[config.mk]
export PLATFORM = sky130hd
export DESIGN_NAME = load_store_unit
export DESIGN_NICKNAME = d
export VERILOG_FILES = /design/src/rtl/load_store_unit.sv
export SDC_FILE = /design/constraint.sdc
export NUM_CORES = 1
export LEC_CHECK = 0
export ABC_AREA = 1
export BUFFER_PORTS_ARGS = -buffer_cell sky130_fd_sc_hd__clkbuf_2
export CORE_ASPECT_RATIO = 0.6
export CORE_MARGIN = 8
export CORE_UTILIZATION = 45
export CTS_CLUSTER_SIZE = 28
export DETAILED_ROUTE_END_ITERATION = 10
export PLACE_DENSITY = 0.73
export SKIP_LAST_GASP = 1
export SLEW_MARGIN = 20
export SYNTH_ARGS = -nofsm -noshare
export SYNTH_HDL_FRONTEND = slang
export SYNTH_SLANG_ARGS = --single-unit
[constraint.sdc]
create_clock -name clk -period 1.58 [get_ports clk]
set_input_delay 0.079 -clock clk [delete_from_list [all_inputs] [get_ports clk]]
set_output_delay 0.079 -clock clk [all_outputs]
set_load 0.02 [all_outputs]
[src/rtl/load_store_unit.sv]
// load_store_unit: one outstanding load or store at a time, bridging the
// pipeline to a simple REQ/ACK memory bus.
//   clk, rst_n        clock, asynchronous active-low reset
//   mem_rd, mem_we    load / store request from the pipeline
//   funct3            access type (LB/LH/LW/LBU/LHU, SB/SH/SW)
//   addr, wdata       byte address, store data
//   DRAM_i            registered, formatted load result
//   stall             pipeline hold while an access is in flight
//   mem_err           one-cycle pulse: misaligned/illegal access or bus timeout
//   bus_*             registered bus request, word-aligned, with byte enables
module load_store_unit #(
    parameter int TIMEOUT = 255
) (
    input  logic        clk,
    input  logic        rst_n,
    input  logic        mem_rd,
    input  logic        mem_we,
    input  logic [2:0]  funct3,
    input  logic [31:0] addr,
    input  logic [31:0] wdata,
    output logic [31:0] DRAM_i,
    output logic        stall,
    output logic        mem_err,
    output logic        bus_req,
    output logic        bus_we,
    output logic [31:0] bus_addr,
    output logic [31:0] bus_wdata,
    output logic [3:0]  bus_be,
    input  logic [31:0] bus_rdata,
    input  logic        bus_ack
);

    typedef enum logic [1:0] {IDLE, REQ, DONE} state_t;

    state_t      state;
    logic [7:0]  wait_cnt;
    logic [2:0]  op_f3;     // access type of the op in flight, for load formatting
    logic [1:0]  op_off;    // byte offset of the op in flight

    // Request decode
    logic        one_op, fn_ok, aligned, accept, bad;
    logic [3:0]  be_nxt;
    logic [31:0] wd_nxt;

    always_comb begin
        fn_ok   = 1'b0;
        aligned = 1'b0;
        unique case (funct3)
            3'b000:         begin fn_ok = 1'b1;   aligned = 1'b1;              end
            3'b001:         begin fn_ok = 1'b1;   aligned = ~addr[0];          end
            3'b010:         begin fn_ok = 1'b1;   aligned = (addr[1:0] == 2'b00); end
            3'b100:         begin fn_ok = mem_rd; aligned = 1'b1;              end
            3'b101:         begin fn_ok = mem_rd; aligned = ~addr[0];          end
            default:        begin fn_ok = 1'b0;   aligned = 1'b0;              end
        endcase
        one_op = mem_rd ^ mem_we;
        accept = one_op & fn_ok & aligned;
        bad    = (mem_rd & mem_we) | (one_op & ~(fn_ok & aligned));

        unique case (funct3[1:0])
            2'b00:   begin be_nxt = 4'b0001 << addr[1:0];            wd_nxt = {4{wdata[7:0]}};  end
            2'b01:   begin be_nxt = addr[1] ? 4'b1100 : 4'b0011;     wd_nxt = {2{wdata[15:0]}}; end
            default: begin be_nxt = 4'b1111;                         wd_nxt = wdata;            end
        endcase
    end

    // Gated with rst_n so the pipeline is never held while in reset.
    assign stall = rst_n & (((state == IDLE) & accept) | (state == REQ));

    function automatic logic [31:0] fmt_load(input logic [2:0] f3, input logic [1:0] off,
                                             input logic [31:0] d);
        logic [7:0]  b;
        logic [15:0] h;
        b = 8'(d >> {off, 3'b000});
        h = off[1] ? d[31:16] : d[15:0];
        unique case (f3)
            3'b000:  return {{24{b[7]}}, b};
            3'b001:  return {{16{h[15]}}, h};
            3'b100:  return {24'd0, b};
            3'b101:  return {16'd0, h};
            default: return d;
        endcase
    endfunction

    always_ff @(posedge clk or negedge rst_n) begin
        if (!rst_n) begin
            state     <= IDLE;
            wait_cnt  <= '0;
            op_f3     <= '0;
            op_off    <= '0;
            DRAM_i    <= '0;
            mem_err   <= 1'b0;
            bus_req   <= 1'b0;
            bus_we    <= 1'b0;
            bus_addr  <= '0;
            bus_wdata <= '0;
            bus_be    <= '0;
        end else begin
            mem_err <= 1'b0;
            unique case (state)
                IDLE: begin
                    if (accept) begin
                        state     <= REQ;
                        wait_cnt  <= '0;
                        op_f3     <= funct3;
                        op_off    <= addr[1:0];
                        bus_req   <= 1'b1;
                        bus_we    <= mem_we;
                        bus_addr  <= {addr[31:2], 2'b00};
                        bus_be    <= be_nxt;
                        bus_wdata <= wd_nxt;
                    end else if (bad) begin
                        mem_err <= 1'b1;
                    end
                end
                REQ: begin
                    // Ack wins over timeout on the last allowed cycle.
                    if (bus_ack) begin
                        state   <= DONE;
                        bus_req <= 1'b0;
                        if (!bus_we) DRAM_i <= fmt_load(op_f3, op_off, bus_rdata);
                    end else if (wait_cnt == 8'(TIMEOUT)) begin
                        state   <= DONE;
                        bus_req <= 1'b0;
                        mem_err <= 1'b1;
                        if (!bus_we) DRAM_i <= '0;
                    end else begin
                        wait_cnt <= wait_cnt + 8'd1;
                    end
                end
                default: state <= IDLE;
            endcase
        end
    end

endmodule

==> results of run 1 <==
## stage by stage
| stage | utilization [%] | power, mW | worst slack, ns |
|---|---|---|---|
| after floorplan | - | 7.58 | 0.0900 |
| after global placement | 57.0 | 9.55 | 0.0171 |
| after detailed placement | 57.0 | 9.61 | -0.0644 |
| after CTS | 67.4 | 13.8 | -0.0130 |
| after global routing | 68.5 | 14.7 | -0.0342 |
| final | 68.5 | 13.9 | 0.0484 |
## cell usage in the layout, fill, tap and decap left out, types with 2 or more instances in the layout
cell and n:
a211oi_1 2, a21oi_1 50, a21oi_2 4, buf_12 3
buf_4 34, bufinv_16 3, clkbuf_16 19, clkbuf_2 203
clkinv_2 2, clkinv_4 5, conb_1 2, dfrtp_1 114
dfrtp_2 2, dlygate4sd3_1 60, inv_1 72, inv_2 4
inv_6 4, nand2_1 221, nand2_2 3, nand2_4 2
nand3_1 38, nand3_2 3, nor2_1 25, nor2_2 2
nor2_4 2, nor3_1 4, nor3b_1 2, o211ai_1 2
o21ai_0 58, o21ai_1 54, o21bai_1 2, or2_2 5
xor2_1 2
## layout make-up
cell class | instances | area share, %
inverter | 78 | 3.57
sequential | 116 | 34.8
timing repair buffer | 303 | 23.9
tap | 165 | 2.47
multi-input combinational | 491 | 27.8
clock inverter | 14 | 2.13
clock buffer | 18 | 5.26
## worst paths after layout
check                                             start                         to  slack, ns  depth (start not counted)
worst max register to register  wait_cnt[1]$_DFFE_PN0P_      DRAM_i[9]$_DFFE_PN0P_       0.07                         10
max in group asynchronous                         rst_n       op_f3[1]$_DFFE_PN0P_       0.73                          3
worst max-delay path               state[1]$_DFFE_PN0P_                      stall       0.05                          5
min in group asynchronous                         rst_n  bus_wdata[23]$_DFFE_PN0P_       0.30                          3
worst min-delay path                          wdata[11]  bus_wdata[11]$_DFFE_PN0P_       0.01                          3
worst min register to register    DRAM_i[1]$_DFFE_PN0P_      DRAM_i[1]$_DFFE_PN0P_       0.48                          2
## flip-flops by register name, indices dropped and copies added, names as in the netlist
name and flops:
bus_wdata 32, state 2, bus_addr 30, DRAM_i 32, bus_we 1, mem_err 1, op_off 2, wait_cnt 8
bus_be 4, bus_req 1, op_f3 3
## worst max-delay path, stage by stage (launching register included)
cell and delay [ns]:
dfrtp_1 0.40, nor2_2 0.17, inv_2 0.06, buf_4 0.15, a21boi_2 0.12, buf_4 0.15
## timing repair
| action | 4_1_cts | 5_1_grt |
|---|---|---|
| setup endpoints to repair | 31 | 41 |
| cloned | 0 | 2 |
| pin swaps | 2 | 8 |
| setup buffers | 3 | 1 |
| hold endpoints to repair | 175 | 0 |
| hold buffers | 60 | 0 |
| gates resized for setup | 9 | 22 |
## where the power goes
| group | total, mW | leakage (nW) | internal, mW | switching [mW] |
|---|---|---|---|---|
| Sequential | 4.73 | 1.49 | 4.03 | 0.701 |
| Clock | 4.00 | 0.301 | 2.54 | 1.46 |
| Combinational | 5.15 | 2.78 | 1.82 | 3.33 |
| Total | 13.9 | 4.57 | 8.40 | 5.49 |
## cells by family (layout without fill, tap and decap cells)
group | after synthesis | in the layout | synth area share, %
other | 1 | 2 | 0.0663
flip-flops | 116 | 116 | 51.3
AND/OR/NAND/NOR | 311 | 311 | 22.7
AO/OA/AOI/OAI | 173 | 173 | 15.9
buffers and inverters | 116 | 413 | 9.13
adder cells (fa/ha/maj) | 2 | 2 | 0.442
XOR/XNOR | 3 | 3 | 0.464
## layer usage
metal	global-route usage [%]	wire length, µm	share of wire, %
met5	0	0	0
met2	34.0	8440	44
met4	7.93	314	1.6
met1	31.0	8540	44
met3	8.89	2010	10
==> metrics.md, run 1 <==
| Metric | Value |
|---|---|
| Design Area, Final | `8340 µm²` |
| Fillers | `996` |
| Final wirelength | `19300 µm` |
| Power density over the cells | `1660 nW/µm²` |
| Critical-path maximum fanout | `5` |
| Vias in the first global route | `5755` |
| Hold Path Class | `in2reg` |
| Row cnt | `31` |
| Multi-input logic area | `2320 µm²` |
| Period utilization | `96.9%` |
| Largest net degree at the start of global routing | `117` |
| Area grow syn2layout | `47.4%` |
| Sequential-to-total area share from yosys stat | `51.3%` |
| Max Freq | `0.653 GHz` |
| Max Clock Skew | `0.0109 ns` |
| Total GRT Usage | `23.2%` |
| Non-filler instance count after layout | `1185` |
| HPWL Detailed | `13200 µm` |
| Worst skew pair latency | `0.41 ns` |
| Via count | `5858` |
| Syn avg cell area | `7.84 µm²` |
| CORE AREA | `12200 µm²` |
| Synth area leaders | `dfrtp_1, nand2_1, o21ai_0` |
| Setup crit end kind | `output pin` |
| Starting density of the core | `46.5%` |
| Clock sink count | `116` |
| Synth Cell Area | `5660 µm²` |
| Tmin final | `1.53 ns` |
| Worst path arrival time | `1.45 ns` |
| Synth Warn # | `0` |
| CP Class | `reg2out` |
| CTS tree | `done` |
| CTS max path bufs | `2` |
| Status | `completed` |
| Final Max Slew Viols | `0` |
| Most used DFF post-synth | `dfrtp_1` |
| GPL Wtd Cong | `0.918` |
| Worst setup SP type | `flip-flop` |
| Initial antenna violation count | `0` |
| Setup Viol. Count Final | `0` |
| Worst-path clk slew | `0.06 ns` |
| Slew @ Worst Pin | `0.642 ns` |
| Relative slew slack | `57.2%` |
| PortBufs | `205` |
| Initial DRC count | `538` |
| Remaining antenna violation count | `0` |
| Top-count cell post-synth | `nand2_1` |
| Maximum capacitance violations | `0` |
| Die H | `103 µm` |
| Horiz. Die Dim | `161 µm` |
| WL/cell | `16.3 µm` |
| Post-Synthesis Cells | `722` |
| Register area | `2910 µm²` |
| Setup TNS | `0 ns` |
| Post-synth EDFFs | `0` |
| Worst EP required | `1.50 ns` |
| Leak Pwr | `4.57 nW` |
| Placed cell count | `1087` |
| 1st-pass router iterations | `5` |
| GR Overflow Total | `0` |
| Antenna diodes | `0` |
| Ports | `208` |
| CTS H-tree lvls | `4` |
| Die Area | `16500 µm²` |
| Synth cell types | `31` |
| Fin Hold WS | `0.0105 ns` |
| Flop and latch count out of synthesis | `116` |
| VDD IR-drop max | `0.000871 V` |
| Clock Tree Root | `clkbuf_16` |
| CTS buffer count | `17` |
| First-pass GRT wire length | `30100 µm` |
| Ratio of cells with drive above 1 in the final layout | `30.2%` |
| Dpl cell area | `6940 µm²` |
| Via density | `4.94` |
| Hold Vio Cnt, Final | `0` |
| DR DRC count | `0` |
| Nets@finish | `1113` |
| Ys async rst share | `100%` |
| Post-synth top cells | `nand2_1, dfrtp_1, inv_1` |
| Top cell type's share of synthesized area | `51.3%` |
| Dominant cell type by area after synthesis | `dfrtp_1` |
No activity file was read; power rests on OpenSTA's default activity.
==> run 2, diff against run 1 <==
--- a/config.mk
+++ b/config.mk
@@ -8,7 +8,7 @@
 export ABC_AREA = 1
 export BUFFER_PORTS_ARGS = -buffer_cell sky130_fd_sc_hd__clkbuf_2
 export CORE_ASPECT_RATIO = 0.6
-export CORE_MARGIN = 8
+export CORE_MARGIN = 4
 export CORE_UTILIZATION = 45
 export CTS_CLUSTER_SIZE = 28
 export DETAILED_ROUTE_END_ITERATION = 10
==> run 2 against run 1 <==
Net effect:
- global-route usage is 1.1 points higher
- critical path depth is 4 higher
- largest cell class unchanged
- via count is 0.10% lower
- routed wire length is 5.9% lower
- fmax is 2.1% lower
- cell count is 0.42% lower
- core utilization is 0.20 points lower
- die area is 12% lower
- largest power group unchanged
- first-iteration DRC count is 8.9% lower
- highest routed layer unchanged
==> metrics.md, run 2 (synthesized netlist as in run 1, its figures left out) <==
| Metric | Value |
|---|---|
| CP Class | `reg2reg` |
| Fillers | `1054 (+5.8%)` |
| Setup crit end kind | `flip-flop` |
| Clock Tree Root | `clkbuf_16` |
| Hold Vio Cnt, Final | `0 (unchanged)` |
| Multi-input logic area | `2300 µm² (-0.97%)` |
| Maximum capacitance violations | `0 (unchanged)` |
| Tmin final | `1.57 ns (+0.0336 ns)` |
| Biggest regs | `DRAM_i x32, bus_wdata x32, bus_addr x30` |
| Status | `completed` |
| Die Area | `14500 µm² (-12%)` |
| Total GRT Usage | `24.2% (+1.1 points)` |
| Most frequent CP cell | `nand2_1` |
| Period utilization | `99.1% (+2.1 points)` |
| Row cnt | `31 (unchanged)` |
| Pwr Total | `13.5 mW (-3.1%)` |
| Final Max Slew Viols | `0 (unchanged)` |
| Comb pwr share | `37.7% (+0.6 points)` |
| Design Area, Final | `8320 µm² (-0.28%)` |
| Unrepaired setup endpoints after global routing | `true` |
| Worst path arrival time | `1.85 ns (+0.40 ns)` |
| Worst skew pair latency | `0.40 ns (about the same)` |
| Leak Pwr | `4.54 nW (-0.67%)` |
| Slew @ Worst Pin | `0.666 ns (+0.0240 ns)` |
| CTS max path bufs | `2 (unchanged)` |
| Reg2reg path depth | `9 (-1)` |
| Hold Crit Depth | `3 (unchanged)` |
| DR DRC count | `0 (unchanged)` |
| CTS H-tree lvls | `4 (unchanged)` |
| Worst path depth | `9 (+4)` |
| WL/cell | `15.4 µm (-5.5%)` |
| Max stage delay on crit path | `0.35 ns (-0.05 ns)` |
| NetSw | `5.28 mW (-3.8%)` |
| Initial antenna violation count | `0 (unchanged)` |
| Via density | `4.96 (+0.32%)` |
| Critical-path maximum fanout | `11 (+6)` |
| Setup Viol. Count Final | `0 (unchanged)` |
| Initial DRC count | `490 (-8.9%)` |
| Relative slew slack | `55.6% (-1.6 points)` |
| Dpl cell area | `6900 µm² (-0.54%)` |
| Crit path max-delay family | `simple AND/OR/NAND/NOR gates` |
| Nets@finish | `1112 (-0.090%)` |
| Worst EP required | `1.86 ns (+0.36 ns)` |
| Worst setup SP type | `flip-flop` |
| CTS tree | `done` |
| GR Overflow Total | `0 (unchanged)` |
| Antenna diodes | `0 (unchanged)` |
| Flop pwr share | `35.1% (+1.0 points)` |
| Horiz. Die Dim | `153 µm (-5.0%)` |
| Critical path's slowest cell | `dfrtp_1` |
| Commonest non-fill, non-tap cell in the layout | `nand2_1` |
| Remaining antenna violation count | `0 (unchanged)` |
| First-pass GRT wire length | `27800 µm (-7.7%)` |
| Vias in the first global route | `5350 (-7.0%)` |
| HPWL Detailed | `12100 µm (-8.1%)` |
| Fin Hold WS | `0.00913 ns (-0.00137 ns)` |
| Hold Path Class | `in2reg` |
| Final wirelength | `18200 µm (-5.9%)` |
| Power density over the cells | `1620 nW/µm² (-2.8%)` |
| PortBufs | `205 (unchanged)` |
| Internal power | `8.18 mW (-2.6%)` |
| 1st-pass router iterations | `7 (+2)` |
| Ports | `208 (unchanged)` |
| Crit path buffers/inverters | `1 (-2)` |
| Ratio of cells with drive above 1 in the final layout | `29.9% (-0.34 points)` |
| Largest net degree at the start of global routing | `117 (unchanged)` |
| Max Freq | `0.639 GHz (-2.1%)` |
| GPL Wtd Cong | `0.946 (+3.1%)` |
| Via count | `5852 (-0.10%)` |
| Starting density of the core | `46.5% (unchanged)` |
| Commonest non-fill, non-tap cells in the layout | `nand2_1, clkbuf_2, dfrtp_1` |
| Die H | `94.9 µm (-7.8%)` |
| Worst-path clk slew | `0.05 ns (about the same)` |
| CTS buffer count | `17 (unchanged)` |
| Clock power share | `27.3% (-1.5 points)` |
| Switching Share | `39.2% (-0.29 points)` |
| Area grow syn2layout | `47.0%` |
| Cell Chain, Critical Path | `ha_2 > nand2_2 > nor2_4 > nand3_2 > nand2_4 > nand2_8 > clkbuf_16 > nand2_1 > nand2_1` |
| Util after Layout | `68.3% (-0.20 points)` |
| Clock sink count | `116 (unchanged)` |
| Register area | `2900 µm² (about the same)` |
| Max Clock Skew | `0.00909 ns (-0.00183 ns)` |
| CORE AREA | `12200 µm² (unchanged)` |
| VDD IR-drop max | `0.000862 V (-1.0%)` |
==> run 2: changes by cell type in the layout (fill, tap and decap cells not counted), sizes merged <==
cell      delta
clkinv       -4
buf          -3
clkbuf       +3
clkinvlp     +3
inv          -3
bufinv       -1
==> run 2: layout make-up <==
cell class,count,area share (%)
clock inverters,9,1.31
clock buffers,19,5.44
inverters,78,3.61
flip-flops and latches,116,34.9
repair buffers,302,24.6
multi-input cells,491,27.7
well taps,165,2.48
==> run 2: timing repair <==
item                                    CTS  global route
gates resized for setup                   5            28
endpoints found under the setup margin   14            40
pin swaps                                 1             6
hold buffers                             60             0
buffers inserted                          1             5
endpoints found under the hold margin   175             0
cloned                                    0             4
==> run 2: final timing paths <==
check,from,slack [ns],to
setup / recovery,wait_cnt[1]$_DFFE_PN0P_,0.01,DRAM_i[11]$_DFFE_PN0P_
setup reg to reg,wait_cnt[1]$_DFFE_PN0P_,0.01,DRAM_i[11]$_DFFE_PN0P_
hold / removal,wdata[15],0.009,bus_wdata[15]$_DFFE_PN0P_
hold reg to reg,DRAM_i[8]$_DFFE_PN0P_,0.47,DRAM_i[8]$_DFFE_PN0P_
max in group asynchronous,rst_n,0.75,bus_wdata[15]$_DFFE_PN0P_
min in group asynchronous,rst_n,0.28,bus_wdata[16]$_DFFE_PN0P_
==> run 2: worst min-delay path, cell delays in order <==
cell and delay, ns:
clkbuf_2 0.10, a21oi_1 0.06, o21ai_1 0.13
==> run 2: power by group through the flow <==
stage | Clock, mW | Combinational, mW | Sequential [mW]
6_report | 3.67 | 5.07 | 4.72
5_1_grt | 3.86 | 5.55 | 4.86
4_1_cts | 3.73 | 4.92 | 4.69
3_5_place_dp | 0 | 4.81 | 4.68
3_3_place_gp | 0 | 4.73 | 4.71
2_1_floorplan | 0 | 1.74 | 5.84
==> run 2: stage by stage <==
step	cells	worst slack (ns)	setup TNS [ns]
5_1_grt	1180	-0.0700	-0.970
2_1_floorplan	723	0.0900	0
6_report	1180	0.0148	0
3_3_place_gp	1082	0.00430	0
4_1_cts	1171	0.00288	0
3_5_place_dp	1082	-0.0318	-0.112
==> run 2: routing by layer <==
metal	track usage (%)	share of wire, %	vias to the layer above
li1	-	-	2887
met1	35.3	46	2654
met2	34.6	42	289
met3	7.83	11	22
met4	7.12	1.3	0
met5	0	0	-
==> run 3, diff against run 2 <==
--- a/config.mk
+++ b/config.mk
@@ -5,7 +5,6 @@
 export SDC_FILE = /design/constraint.sdc
 export NUM_CORES = 1
 export LEC_CHECK = 0
-export ABC_AREA = 1
 export BUFFER_PORTS_ARGS = -buffer_cell sky130_fd_sc_hd__clkbuf_2
 export CORE_ASPECT_RATIO = 0.6
 export CORE_MARGIN = 4
==> run 3 against run 2 <==
Net effect:
- the run now ends with setup timing left
- die area up 0.58%
- critical endpoint is now DRAM_i[7]$_DFFE_PN0P_
- clock power up 6.5%
- largest power group unchanged
- flip-flop and latch count unchanged
- register-to-register slack worse by 0.14 ns
- non-clock buffer count up 27
- global-route usage up 1.4 points
- fmax down 8.4%
- worst hold slack better by 0.0024 ns
- combinational power up 32%
==> metrics.md, run 3 <==
| Metric | Value |
|---|---|
| Worst EP required | `1.88 ns (+0.02 ns)` |
| Status | `complete, but fails checks` |
| Syn avg cell area | `11.8 µm² (+50%)` |
| 1st-pass router iterations | `5 (-2)` |
| DR DRC count | `0 (unchanged)` |
| Via count | `5500 (-6.0%)` |
| Post-synth top cells | `dfrtp_1, a21oi_1, mux2_1` |
| Critical-path maximum fanout | `3 (-8)` |
| Switching Share | `38.5% (-0.77 points)` |
| Clock Tree Root | `clkbuf_16` |
| Flop pwr share | `31.7% (-3.4 points)` |
| Tmin final | `1.71 ns (+0.144 ns)` |
| Most used DFF post-synth | `dfrtp_1` |
| First-pass GRT wire length | `29600 µm (+6.5%)` |
| CTS max path bufs | `2 (unchanged)` |
| CTS H-tree lvls | `4 (unchanged)` |
| Fillers | `829 (-21%)` |
| Non-filler instance count after layout | `977 (-17%)` |
| Clock sink count | `116 (unchanged)` |
| Starting density of the core | `46.6% (+0.14 points)` |
| Die H | `95.1 µm (+0.28%)` |
| Synth area leaders | `dfrtp_1, mux2_1, mux2_2` |
| Worst setup SP type | `flip-flop` |
| Design Area, Final | `9040 µm² (+8.6%)` |
| Worst skew pair latency | `0.41 ns (about the same)` |
| CP Class | `reg2reg` |
| Hold Path Class | `in2reg` |
| Placement Setup Slack | `-0.302 ns (-0.270 ns)` |
| Hold Vio Cnt, Final | `0 (unchanged)` |
| Clock power share | `25.2% (-2.1 points)` |
| Final wirelength | `20500 µm (+13%)` |
| Slew @ Worst Pin | `0.541 ns (-0.125 ns)` |
| Worst-path clk slew | `0.06 ns (about the same)` |
| Setup Viol. Count Final | `85 (+85)` |
| Util after Layout | `74.0% (+5.7 points)` |
| Synth Cell Area | `5690 µm² (+0.62%)` |
| PortBufs | `205 (unchanged)` |
| Sequential-to-total area share from yosys stat | `51.0% (-0.32 points)` |
| Commonest non-fill, non-tap cells in the layout | `clkbuf_2, dfrtp_1, a21oi_1` |
| Worst path arrival time | `2.01 ns (+0.16 ns)` |
| GPL Wtd Cong | `0.927 (-1.9%)` |
| Antenna diodes | `0 (unchanged)` |
| Post-synth EDFFs | `0 (unchanged)` |
| Die Area | `14600 µm² (+0.58%)` |
| CTS tree | `done` |
| Cell Chain, Critical Path | `mux4_2 > buf_12 > nor3_2 > a311oi_2 > buf_4 > a21o_1` |
| Biggest regs | `DRAM_i x32, bus_wdata x32, bus_addr x30` |
| Crit path max-delay family | `multiplexers` |
| Period utilization | `108% (+9.1 points)` |
| Top-count cell post-synth | `dfrtp_1` |
| Crit path buffers/inverters | `2 (+1)` |
| Leak Pwr | `4.30 nW (-5.4%)` |
| Max Clock Skew | `0.0120 ns (+0.00295 ns)` |
| CORE AREA | `12200 µm² (+0.32%)` |
| Final Max Slew Viols | `0 (unchanged)` |
| Max Freq | `0.585 GHz (-8.4%)` |
| Unrepaired setup endpoints after global routing | `true` |
| Dpl cell area | `7170 µm² (+3.9%)` |
| Synth Warn # | `0 (unchanged)` |
| Row cnt | `31 (unchanged)` |
| Comb pwr share | `43.1% (+5.4 points)` |
| Dominant cell type by area after synthesis | `dfrtp_1` |
| Remaining antenna violation count | `0 (unchanged)` |
| Internal power | `9.55 mW (+17%)` |
| HPWL Detailed | `13000 µm (+7.4%)` |
| Initial DRC count | `421 (-14%)` |
| NetSw | `5.97 mW (+13%)` |
| Total GRT Usage | `25.7% (+1.4 points)` |
| VDD IR-drop max | `0.00113 V (+31%)` |
| Power density over the cells | `1720 nW/µm² (+6.2%)` |
| Via density | `5.63 (+14%)` |
| Initial antenna violation count | `0 (unchanged)` |
| Flop and latch count out of synthesis | `116 (unchanged)` |
| Top cell type's share of synthesized area | `51.0% (-0.32 points)` |
| Relative slew slack | `63.9% (+8.3 points)` |
| Synth cell types | `56 (+81%)` |
| CTS buffer count | `17 (unchanged)` |
| Largest net degree at the start of global routing | `89 (-24%)` |
| Placed cell count | `874 (-19%)` |
| Maximum capacitance violations | `0 (unchanged)` |
| Vias in the first global route | `5413 (+1.2%)` |
| Post-route setup slack | `-0.129 ns (-0.144 ns)` |
| Critical path's slowest cell | `mux4_2` |
| Ports | `208 (unchanged)` |
| Nets@finish | `905 (-19%)` |
| Area grow syn2layout | `58.7%` |
| Failing checks | `setup timing` |
| Pwr Total | `15.5 mW (+15%)` |
| Setup crit end kind | `flip-flop` |
| GR Overflow Total | `0 (unchanged)` |
| Commonest non-fill, non-tap cell in the layout | `clkbuf_2` |
| Ys async rst share | `100% (unchanged)` |
| Max stage delay on crit path | `0.58 ns (+0.23 ns)` |
| Horiz. Die Dim | `153 µm (+0.29%)` |
| WL/cell | `21.0 µm (+37%)` |
| Post-Synthesis Cells | `484 (-33%)` |
| Ratio of cells with drive above 1 in the final layout | `52.7% (+23 points)` |
[run 3: changes by cell type in the layout (fill, tap and decap cells not counted), moves of 11 or more]
cell / delta
nand2_1: -204
mux2_2: +11
o21ai_0: -38
buf_4: +21
mux2i_1: +23
o21ai_1: -49
o2bb2ai_2: +13
inv_1: -62
mux2_4: +54
nand3_1: -38
[run 3: worst register-to-register path, cell delays in order (launching register included)]
cell      delay, ns
dfrtp_1        0.37
mux4_2         0.58
buf_12         0.17
nor3_2         0.12
a311oi_2       0.07
buf_4          0.16
a21o_1         0.14
[run 3: path summary, 6_finish.rpt]
check	start	cells after the start	end	slack (ns)
setup / recovery	op_off[1]$_DFFE_PN0P_	6	DRAM_i[7]$_DFFE_PN0P_	-0.13
hold / removal	wdata[21]	3	bus_wdata[21]$_DFFE_PN0P_	0.01
setup reg to reg	op_off[1]$_DFFE_PN0P_	6	DRAM_i[7]$_DFFE_PN0P_	-0.13
hold reg to reg	DRAM_i[7]$_DFFE_PN0P_	1	DRAM_i[7]$_DFFE_PN0P_	0.50
max in group asynchronous	rst_n	3	op_off[1]$_DFFE_PN0P_	0.90
min in group asynchronous	rst_n	3	DRAM_i[0]$_DFFE_PN0P_	0.21
[run 3: timing repair]
action | 4_1_cts | 5_1_grt
gates resized for setup | 23 | 106
hold buffers | 50 | 0
pin swaps | 3 | 12
hold endpoints to repair | 165 | 0
setup endpoints to repair | 33 | 98
cloned | 2 | 6
buffers inserted | 3 | 11
[run 3: kinds of logic (layout without fill, tap and decap cells)]
logic type               Yosys count  in the layout  synth area share (%)
AO/OA/AOI/OAI                    159            159                  19.3
flip-flops                       116            116                  51.0
multiplexers                      91             91                  17.7
AND/OR/NAND/NOR                   66             69                  6.33
buffers and inverters             49            373                  5.25
adder cells (fa/ha/maj)            2              2                 0.439
other                              1              2                0.0659
[run 3: metal layers]
metal	vias to the layer above	global-route usage (%)	wire, µm
li1	2447	-	-
met1	2729	36.3	9260
met2	282	38.9	9320
met3	42	6.98	1540
met4	0	7.71	416
met5	-	0	0
[run 3: layout make-up]
cell class | instances | area [µm²] | area share, %
flip-flops and latches | 116 | 2900 | 32.1
multi-input cells | 323 | 2980 | 33.0
clock buffers | 19 | 433 | 4.79
repair buffers | 329 | 2310 | 25.6
inverters | 12 | 45.0 | 0.498
well taps | 165 | 206 | 2.28
clock inverters | 13 | 159 | 1.76
[run 3: stage by stage]
step	TNS, ns	hold slack (ns)
floorplan	-1.42	-0.217
global placement	-8.30	0.141
detailed placement	-9.17	0.144
CTS	-3.83	0.000354
global route	-10.28	0.0130
finish	-4.71	0.0116
[run 3: power by group through the flow]
stage / combinational [mW] / clock [mW] / sequential (mW)
floorplan: 2.08 / 0 / 6.09
global placement: 5.49 / 0 / 4.80
detailed placement: 5.61 / 0 / 4.85
CTS: 5.83 / 3.95 / 4.84
global route: 7.10 / 4.11 / 5.05
finish: 6.69 / 3.91 / 4.92
